==> config.mk <==
export PLATFORM = sky130hd
export DESIGN_NAME = cga_intr_level_resolver
export DESIGN_NICKNAME = d
export VERILOG_FILES = /design/src/rtl/cga_intr_pkg.sv /design/src/rtl/cga_intr_prio_enc.sv /design/src/rtl/cga_intr_level_resolver.sv
export SDC_FILE = /design/constraint.sdc
export NUM_CORES = 1
export LEC_CHECK = 0
export ABC_AREA = 1
export CORE_MARGIN = 4
export CORE_UTILIZATION = 48
export DETAILED_ROUTE_END_ITERATION = 12
export GPL_TIMING_DRIVEN = 0
export PLACE_DENSITY_LB_ADDON = 0.3
export SYNTH_ARGS = -nofsm -noshare
export SYNTH_HDL_FRONTEND = slang
export SYNTH_HIERARCHICAL = 1
export SYNTH_SLANG_ARGS = --single-unit
==> constraint.sdc <==
create_clock -name MCLK -period 2.65 [get_ports MCLK]
set_input_delay 0.53 -clock MCLK [delete_from_list [all_inputs] [get_ports MCLK]]
set_output_delay 0.53 -clock MCLK [all_outputs]
set_load 0.02 [all_outputs]
==> src/rtl/cga_intr_pkg.sv <==
// Shared types and constants for the CGA interrupt level resolver.
// Holds the handshake state enum, level type and the group-gate helper.
package cga_intr_pkg;

   localparam int LEV_W    = 4;
   localparam int NLEV     = 16;
   localparam int HIGRP_LO = 8;

   typedef logic [LEV_W-1:0] level_t;

   typedef enum logic [1:0] {
      IDLE = 2'd0,
      REQ  = 2'd1,
      HOLD = 2'd2
   } state_t;

   // Level 0 never requests; the high group is masked while higsn is set.
   function automatic logic [NLEV-1:0] gate_mask(input logic higsn, input int lo);
      logic [NLEV-1:0] m;
      for (int i = 0; i < NLEV; i++) begin
         m[i] = (i != 0) && !(higsn && (i >= lo));
      end
      return m;
   endfunction

endpackage

==> src/rtl/cga_intr_prio_enc.sv <==
// Combinational 16-to-4 highest-set-bit encoder with a valid flag.
module cga_intr_prio_enc
   import cga_intr_pkg::*;
(
   input  logic [NLEV-1:0] i_vec,
   output level_t          o_lev,
   output logic            o_vld
);

   // Scan upward so the highest set bit is the last one kept.
   always_comb begin
      o_lev = '0;
      o_vld = |i_vec;
      for (int i = 0; i < NLEV; i++) begin
         o_lev = i_vec[i] ? level_t'(i) : o_lev;
      end
   end

endmodule

==> src/rtl/cga_intr_level_resolver.sv <==
// CGA interrupt level resolver: PID/PIE/PIL registers, priority resolution
// and the INTRN/ACKN handshake. Readback is built when CGA_INTR_READBACK_EN is defined.
module cga_intr_level_resolver #(
   parameter int NLEV     = 16,
   parameter int HIGRP_LO = 8
) (
   input  logic            MCLK,
   input  logic            RESETN,
   input  logic [15:0]     FIDB_IN,
   input  logic            LDPIDN,
   input  logic            LDPIEN,
   input  logic            LDPILN,
   input  logic            RDPIDN,
   input  logic            RDPIEN,
   input  logic            RDPILN,
   input  logic [NLEV-1:0] IRQSET,
   input  logic            HIGSN,
   input  logic            IONN,
   input  logic            ACKN,
   output logic            INTRN,
   output logic [3:0]      ILEV,
   output logic [3:0]      PIL,
   output logic [15:0]     FIDB_OUT,
   output logic            FIDB_OE
);

   import cga_intr_pkg::*;

   logic [NLEV-1:0] r_pid;
   logic [NLEV-1:0] r_pie;
   level_t          r_pil;
   level_t          r_ilev;
   state_t          r_state;
   logic            r_intrn;

   logic [NLEV-1:0] w_eff;
   level_t          w_cand;
   logic            w_cand_vld;
   logic            w_cand_ok;
   logic            w_withdraw;

   assign w_eff      = r_pid & r_pie & gate_mask(HIGSN, HIGRP_LO);
   assign w_cand_ok  = w_cand_vld && (w_cand > r_pil) && !IONN;
   assign w_withdraw = !w_eff[r_ilev] || IONN || (w_cand_vld && (w_cand > r_ilev));

   cga_intr_prio_enc u_prio_enc (
      .i_vec (w_eff),
      .o_lev (w_cand),
      .o_vld (w_cand_vld)
   );

   // Hardware sets are ORed after the software load so a same-cycle set survives.
   always_ff @(posedge MCLK) begin
      if (!RESETN) begin
         r_pid <= '0;
         r_pie <= '0;
      end else begin
         r_pid <= (LDPIDN ? r_pid : FIDB_IN) | IRQSET;
         r_pie <= LDPIEN ? r_pie : FIDB_IN;
      end
   end

   // Request/acknowledge handshake; acknowledge takes precedence over withdraw.
   always_ff @(posedge MCLK) begin
      if (!RESETN) begin
         r_state <= IDLE;
         r_pil   <= '0;
         r_ilev  <= '0;
         r_intrn <= 1'b1;
      end else begin
         case (r_state)
            IDLE: begin
               if (!LDPILN) begin
                  r_pil <= FIDB_IN[3:0];
               end
               if (w_cand_ok) begin
                  r_ilev  <= w_cand;
                  r_intrn <= 1'b0;
                  r_state <= REQ;
               end else begin
                  r_intrn <= 1'b1;
               end
            end
            REQ: begin
               if (!ACKN) begin
                  r_pil   <= r_ilev;
                  r_intrn <= 1'b1;
                  r_state <= HOLD;
               end else if (w_withdraw) begin
                  r_intrn <= 1'b1;
                  r_state <= IDLE;
               end else begin
                  r_intrn <= 1'b0;
               end
            end
            HOLD: begin
               if (!LDPILN) begin
                  r_pil <= FIDB_IN[3:0];
               end
               r_intrn <= 1'b1;
               r_state <= IDLE;
            end
            default: begin
               r_intrn <= 1'b1;
               r_state <= IDLE;
            end
         endcase
      end
   end

   assign INTRN = r_intrn;
   assign ILEV  = r_ilev;
   assign PIL   = r_pil;

`ifdef CGA_INTR_READBACK_EN
   logic [15:0] r_fidb_out;
   logic        r_fidb_oe;

   // Registered readback of pre-write values; PID beats PIE beats PIL.
   always_ff @(posedge MCLK) begin
      if (!RESETN) begin
         r_fidb_out <= 16'h0000;
         r_fidb_oe  <= 1'b0;
      end else begin
         r_fidb_oe <= !(RDPIDN && RDPIEN && RDPILN);
         if (!RDPIDN) begin
            r_fidb_out <= r_pid;
         end else if (!RDPIEN) begin
            r_fidb_out <= r_pie;
         end else if (!RDPILN) begin
            r_fidb_out <= {12'h000, r_pil};
         end else begin
            r_fidb_out <= 16'h0000;
         end
      end
   end

   assign FIDB_OUT = r_fidb_out;
   assign FIDB_OE  = r_fidb_oe;
`else
   logic w_unused_rd;

   assign w_unused_rd = ^{RDPIDN, RDPIEN, RDPILN};
   assign FIDB_OUT    = 16'h0000;
   assign FIDB_OE     = 1'b0;
`endif

endmodule

==> flow_metrics.tcl, run 1 <==
set metrics [dict create \
    cts-buffers-inserted 5 \
    critical_path_class "flip-flop to flip-flop" \
    cts_tree "built" \
    drive_above_1_share_pct 8.01 \
    max_cap_violations 0 \
    worstPathRequired_ns 2.83 \
    finalPower_mw 1.81 \
    grt_pass1_vias 2104 \
    dpl.hpwl_um 4180 \
    hp-start "RESETN" \
    final_cell_mix "nand2_1, inv_1, o21ai_0" \
    ir_drop_v 0.000397 \
    antenna_found_initial 0 \
    grt_start_max_net_pins 14 \
    period_minus_slack_ns 2.25 \
    fin_tns_setup_ns 0 \
    cts.path.max_buffers 2 \
    clock_latency_ns 0.29 \
    min_path_type "primary input to flip-flop" \
    core.rowCount 25 \
    io_buffers 44 \
    cts_sinks 41 \
    dieArea_um2 6180 \
    cts_resized 0 \
    r2r-end "INTRN$_SDFF_PN1_" \
    rsz0062_at_grt "false" \
    ctsHoldBuffers 0 \
    synth_seq_area_share_pct 34.3 \
    pre_cts_ws_ns 0.294 \
    post_drt_wl_per_cell_um 10.5 \
    routed_via_density 4.60 \
    grt_pass1_wl_um 8870 \
    worst_slew_pin_slew_ns 0.548 \
    dr.pass1.iters 4 \
    nets 487 \
    clkTransAtPathRegs_ns 0.08 \
    skew_ns 0.00601 \
    ff2ff_path_depth 27 \
    crit_path_end_kind "flip-flop" \
    post_cts_buffers 0 \
    synth.distinct_cells 27 \
    finalSetupViolCount 0 \
    outcome "complete, no violations" \
    htree_levels 2 \
    reg2reg_slack_ns 0.40 \
    holdPathEnd "r_pid[6]$_SDFF_PN0_" \
    num-fill-cells 433 \
    ios 69 \
    arrival_ns 2.43 \
    reg2reg_from "r_pid[3]$_SDFF_PN0_" \
    antennaDiodeCount 0 \
    finalHoldViolCount 0 \
    ys_ff_latch 41 \
    drc 0 \
    drv_slew 0 \
    grt_use_total_pct 17.6 \
    die_w_um 78.6 \
    wl_um 5320 \
    synth_cells 368 \
    core_region_area_um2 4790 \
    syn_area_per_cell_um2 6.50 \
    p_leak_nw 1.57 \
    finalCritPeriodShare_pct 84.8 \
    grt-ovfl-total 0 \
    fin_ws_ns 0.402 \
    slew_headroom_pct 63.4 \
    drt_iter0_drc 122 \
    initial_core_util_pct 50.0 \
    mostFrequentLayoutCell "nand2_1" \
    area_growth_pct 29.6 \
    fp.dieH_um 78.6 \
    cp-start-kind "flip-flop" \
    gp_congestion 0.899 \
    syn_area_um2 2390 \
    power.density_nw_per_um2 582 \
    vias 2318 \
    fmax_ghz 0.445 \
    yosys_warnings 6 \
    hold-path-cell-count 3 \
    register_area_um2 821 \
    cts-root-buf "clkbuf_8" \
    multi_input_area_um2 1160 \
    worstPathMaxFanout 3 \
    final_antenna_net_count 0 \
]
-- synth_stat cells --
cell type / instances / area (um^2)
a21oi_1: 22 / 110
a31oi_1: 1 / 6.26
buf_1: 2 / 7.51
buf_2: 1 / 5.00
buf_4: 17 / 128
buf_6: 3 / 33.8
clkbuf_1: 7 / 26.3
conb_1: 1 / 3.75
dfxtp_1: 41 / 821
ha_1: 8 / 100
inv_1: 69 / 259
inv_2: 2 / 7.51
inv_4: 1 / 6.26
nand2_1: 79 / 297
nand3_1: 22 / 110
nand3_4: 1 / 17.5
nand3b_1: 1 / 7.51
nand4_1: 2 / 12.5
nor2_1: 27 / 101
nor3_1: 1 / 5.00
nor4_1: 1 / 6.26
nor4_4: 1 / 21.3
o211ai_1: 1 / 7.51
o21ai_0: 52 / 260
o21ai_1: 2 / 10.0
o21ai_2: 1 / 8.76
o21bai_1: 2 / 15.0
-- layout make-up --
type / count / share of cell area [%]
inverters: 72 / 8.79
flip-flops and latches: 41 / 26.5
plain buffers: 30 / 6.45
clock inverters: 2 / 1.21
repair buffers: 44 / 14.2
multi-input cells: 242 / 37.5
clock buffers: 6 / 2.66
well taps: 67 / 2.70
-- layer usage --
layer	up-vias	part of all wire, %	GRT usage [%]
met4	0	0.75	5.07
li1	1247	-	-
met1	993	46	22.1
met2	74	47	30.0
met3	4	6.4	3.78
met5	-	0	0
-- per-stage QoR --
| stage | std cells | cell area [um^2] | hold WS, ns | util [%] |
|---|---|---|---|---|
| after global routing | 504 | 3100 | 0.481 | 64.8 |
| final | 504 | 3100 | 0.484 | 64.8 |
| after floorplan | 385 | 2460 | 0.505 | - |
| after global placement | 496 | 2980 | 0.470 | 62.3 |
| after detailed placement | 496 | 2980 | 0.477 | 62.3 |
| after CTS | 504 | 3100 | 0.486 | 64.8 |
-- sequential cells by signal, indices dropped and copies added (netlist names) --
name and flops:
ILEV 4, INTRN 1, PIL 4, r_pid 15, r_pie 15, r_state 2
-- worst max-delay path: stages, from the launching register on --
cell and delay (ns):
dfxtp_1 0.37, nand2_1 0.07, inv_1 0.08, inv_1 0.04
nand2_1 0.05, nand2_1 0.04, nand2_1 0.05, nand2_1 0.04
nand2_1 0.05, nand2_1 0.04, nand2_1 0.05, nand2_1 0.04
nand2_1 0.05, nand2_1 0.05, nand2_1 0.05, nand2_1 0.05
nand2_1 0.07, inv_1 0.07, ha_1 0.27, nand2_1 0.05
nor2_1 0.09, nor2_1 0.05, a21oi_1 0.13, nand2_1 0.07
inv_1 0.05, nand2_1 0.06, nand2_1 0.06, nand2_1 0.05
-- report_power, final --
group	internal (mW)	switching (mW)	leakage (nW)
Clock	0.306	0.217	0.0574
Combinational	0.244	0.315	1.17
Sequential	0.676	0.0473	0.341
Total	1.23	0.580	1.57
-- cells by family after synthesis --
logic type                 Yosys count  share of synthesized area, %
AOI/OAI and AO/OA                   81                          17.5
adders and majority gates            8                          4.18
buffers and inverters              102                          19.8
DFF                                 41                          34.3
other                                1                         0.157
and+or+nand+nor                    135                          24.2
-- how the worst max path moves through the flow --
stage                   startpoint          endpoint  slack (ns)
2_1_floorplan                HIGSN  INTRN$_SDFF_PN1_        0.50
3_3_place_gp                 HIGSN  INTRN$_SDFF_PN1_        0.32
3_5_place_dp                 HIGSN  INTRN$_SDFF_PN1_        0.29
4_1_cts        r_pid[3]$_SDFF_PN0_  INTRN$_SDFF_PN1_        0.41
5_1_grt        r_pid[3]$_SDFF_PN0_  INTRN$_SDFF_PN1_        0.07
6_report       r_pid[3]$_SDFF_PN0_  INTRN$_SDFF_PN1_        0.40
(Power assumes the default switching activity.)
==> run 2, diff against run 1 <==
Clock period 2.65 ns to 2.2 ns, I/O delays scaled along.
==> run 2 against run 1 <==
- the flow now finishes with violations (setup timing)
- register-to-register slack lost 0.41 ns
- fmax up 2.0%
- utilization increased by 1.5 points
- critical path depth shrank 7
- via count grew 2.6%
- combinational power grew 31%
- first-iteration DRC count down 21%
- clock power grew 21%
- largest cell class unchanged
- largest power group unchanged
- highest routed layer unchanged
==> flow_metrics.tcl, run 2 (synthesis gave the netlist of run 1 again) <==
set metrics [dict create \
    outcome "finished, violations left" \
    violations "setup timing" \
    worstPathMaxFanout 3 \
    skew_ns 0.00611 \
    htree_levels 2 \
    final_antenna_net_count 0 \
    crit_buf_inv 4 \
    antennaDiodeCount 0 \
    drive_above_1_share_pct 13.7 \
    reg2reg_slack_ns -0.004 \
    min_path_type "primary input to flip-flop" \
    reg2reg_from "r_pid[2]$_SDFF_PN0_" \
    ios 69 \
    dieArea_um2 6180 \
    grt_use_total_pct 17.6 \
    core.rowCount 25 \
    fin_area_um2 3170 \
    mostFrequentLayoutCell "nand2_1" \
    p_leak_nw 1.58 \
    cts-root-buf "clkbuf_8" \
    antenna_found_initial 0 \
    fmax_ghz 0.454 \
    cts_sinks 41 \
    area_growth_pct 32.6 \
    dr.pass1.iters 4 \
    drt_iter0_drc 96 \
    grt_pass1_vias 2104 \
    layout.cells.non_filler 506 \
    final_cell_mix "nand2_1, inv_1, o21ai_0" \
    grtUsageMet3_pct 3.78 \
    worst_slew_pin_slew_ns 0.561 \
    holdPathEnd "r_pid[6]$_SDFF_PN0_" \
    seqPwrFrac_pct 39.1 \
    dpl_cell_area_um2 2980 \
    cp-start-kind "flip-flop" \
    finalSetupViolCount 1 \
    ir_drop_v 0.000478 \
    placedCellCount 496 \
    ff2ff_path_depth 20 \
    clkTransAtPathRegs_ns 0.08 \
    crit_path_end_kind "flip-flop" \
    cpMostUsedCell "nand2_1" \
    r2r-end "INTRN$_SDFF_PN1_" \
    p_comb_share_pct 32.7 \
    worstPathRequired_ns 2.38 \
    cp_top_family "simple AND/OR/NAND/NOR gates" \
    use_met1_pct 22.1 \
    initial_core_util_pct 50.0 \
    gp_congestion 0.899 \
    hold-path-cell-count 3 \
    cts-buffers-inserted 5 \
    drv_slew 0 \
    wl_um 5590 \
    clock_latency_ns 0.29 \
    crit_slowest_cell "dfxtp_2" \
    die_w_um 78.6 \
    hp-start "RESETN" \
    finalCritPeriodShare_pct 100 \
    io_buffers 44 \
    fp.dieH_um 78.6 \
    p_sw_share_pct 33.2 \
    grt_busiest_layer "met2" \
    post_drt_wl_per_cell_um 11.1 \
    critical_path_class "flip-flop to flip-flop" \
    dpl.hpwl_um 4180 \
    fin_ws_ns -0.00366 \
    path_cells "nand2_2 > inv_2 > buf_4 > o21ai_0 > nand3_1 > nand2_1 > nand2_1 > nand2_1 > nand2_1 > ha_1 > inv_1 > o21bai_1 > nand2_1 > nand2_1 > a21oi_1 > nand2_1 > inv_1 > nand2_2 > nand2_2 > nand2_1" \
    switchingPower_mw 0.745 \
    arrival_ns 2.38 \
    nets 489 \
    pwr-share-clk_pct 28.2 \
    cts_tree "built" \
    routed_via_density 4.70 \
    p_int_mw 1.50 \
    period_minus_slack_ns 2.20 \
    finalHoldViolCount 0 \
    cpPeakStageDelay_ns 0.34 \
    grt_pass1_wl_um 8870 \
    met2_usage_pct 30.0 \
    power.density_nw_per_um2 708 \
    startpoint "r_pid[2]$_SDFF_PN0_" \
    grt-ovfl-total 0 \
    slew_headroom_pct 62.6 \
    grt_start_max_net_pins 14 \
    largestRegisters "r_pid x15, r_pie x15" \
    cts.path.max_buffers 2 \
    rsz0062_at_grt "true" \
    drc 0 \
    vias 2378 \
    core_region_area_um2 4790 \
    max_cap_violations 0 \
]
run 2: worst max path at each step:
stage	endpoint	slack (ns)	depth (start not counted)
2_1_floorplan	INTRN$_SDFF_PN1_	0.14	21
3_3_place_gp	INTRN$_SDFF_PN1_	-0.04	21
3_5_place_dp	INTRN$_SDFF_PN1_	-0.07	21
4_1_cts	INTRN$_SDFF_PN1_	0.002	28
5_1_grt	INTRN$_SDFF_PN1_	-0.27	27
6_report	INTRN$_SDFF_PN1_	-0.004	20
run 2: per-layer routing:
| layer | vias up | routed length [um] |
|---|---|---|
| met3 | 12 | 357 |
| met1 | 1036 | 2510 |
| met4 | 0 | 96 |
| li1 | 1252 | - |
| met2 | 78 | 2630 |
| met5 | - | 0 |
run 2: power by group through the flow:
stage / Combinational [mW] / Sequential [mW] / Clock [mW]
after floorplan: 0.426 / 0.909 / 0
after global placement: 0.655 / 0.886 / 0
after detailed placement: 0.671 / 0.888 / 0
after CTS: 0.675 / 0.872 / 0.638
after global routing: 0.824 / 0.888 / 0.663
final: 0.735 / 0.878 / 0.635
run 2: tightest hold or removal path: cells and delay by family:
family	cells	cell delay (ns)
buf+inv	2	0.16
compound gates	1	0.07
run 2: timing repair:
action | in CTS | in global routing
gates cloned | 0 | 1
pin swaps | 0 | 8
setup buffers | 0 | 1
setup endpoints to repair | 1 | 6
hold buffers | 0 | 0
gates resized for setup | 4 | 20
run 2: through the flow:
stage                     hold WS, ns  power [mW]  setup TNS (ns)  setup WS, ns  utilization (%)
after floorplan                 0.505        1.34               0         0.143                -
after global placement          0.470        1.54         -0.0383       -0.0383             62.3
after detailed placement        0.477        1.56         -0.0752       -0.0660             62.3
after CTS                       0.396        2.19               0       0.00217             64.9
after global routing            0.401        2.37           -1.22        -0.273             66.3
final                           0.397        2.25        -0.00366      -0.00366             66.3
run 2: area by class of cell:
| type | instances | area (um^2) |
|---|---|---|
| multi-input combinational | 243 | 1220 |
| fill | 427 | 1610 |
| clock inverter | 2 | 37.5 |
| buffer | 30 | 200 |
| inverter | 72 | 273 |
| timing repair buffer | 45 | 448 |
| sequential | 41 | 827 |
| clock buffer | 6 | 82.6 |
| tap | 67 | 83.8 |
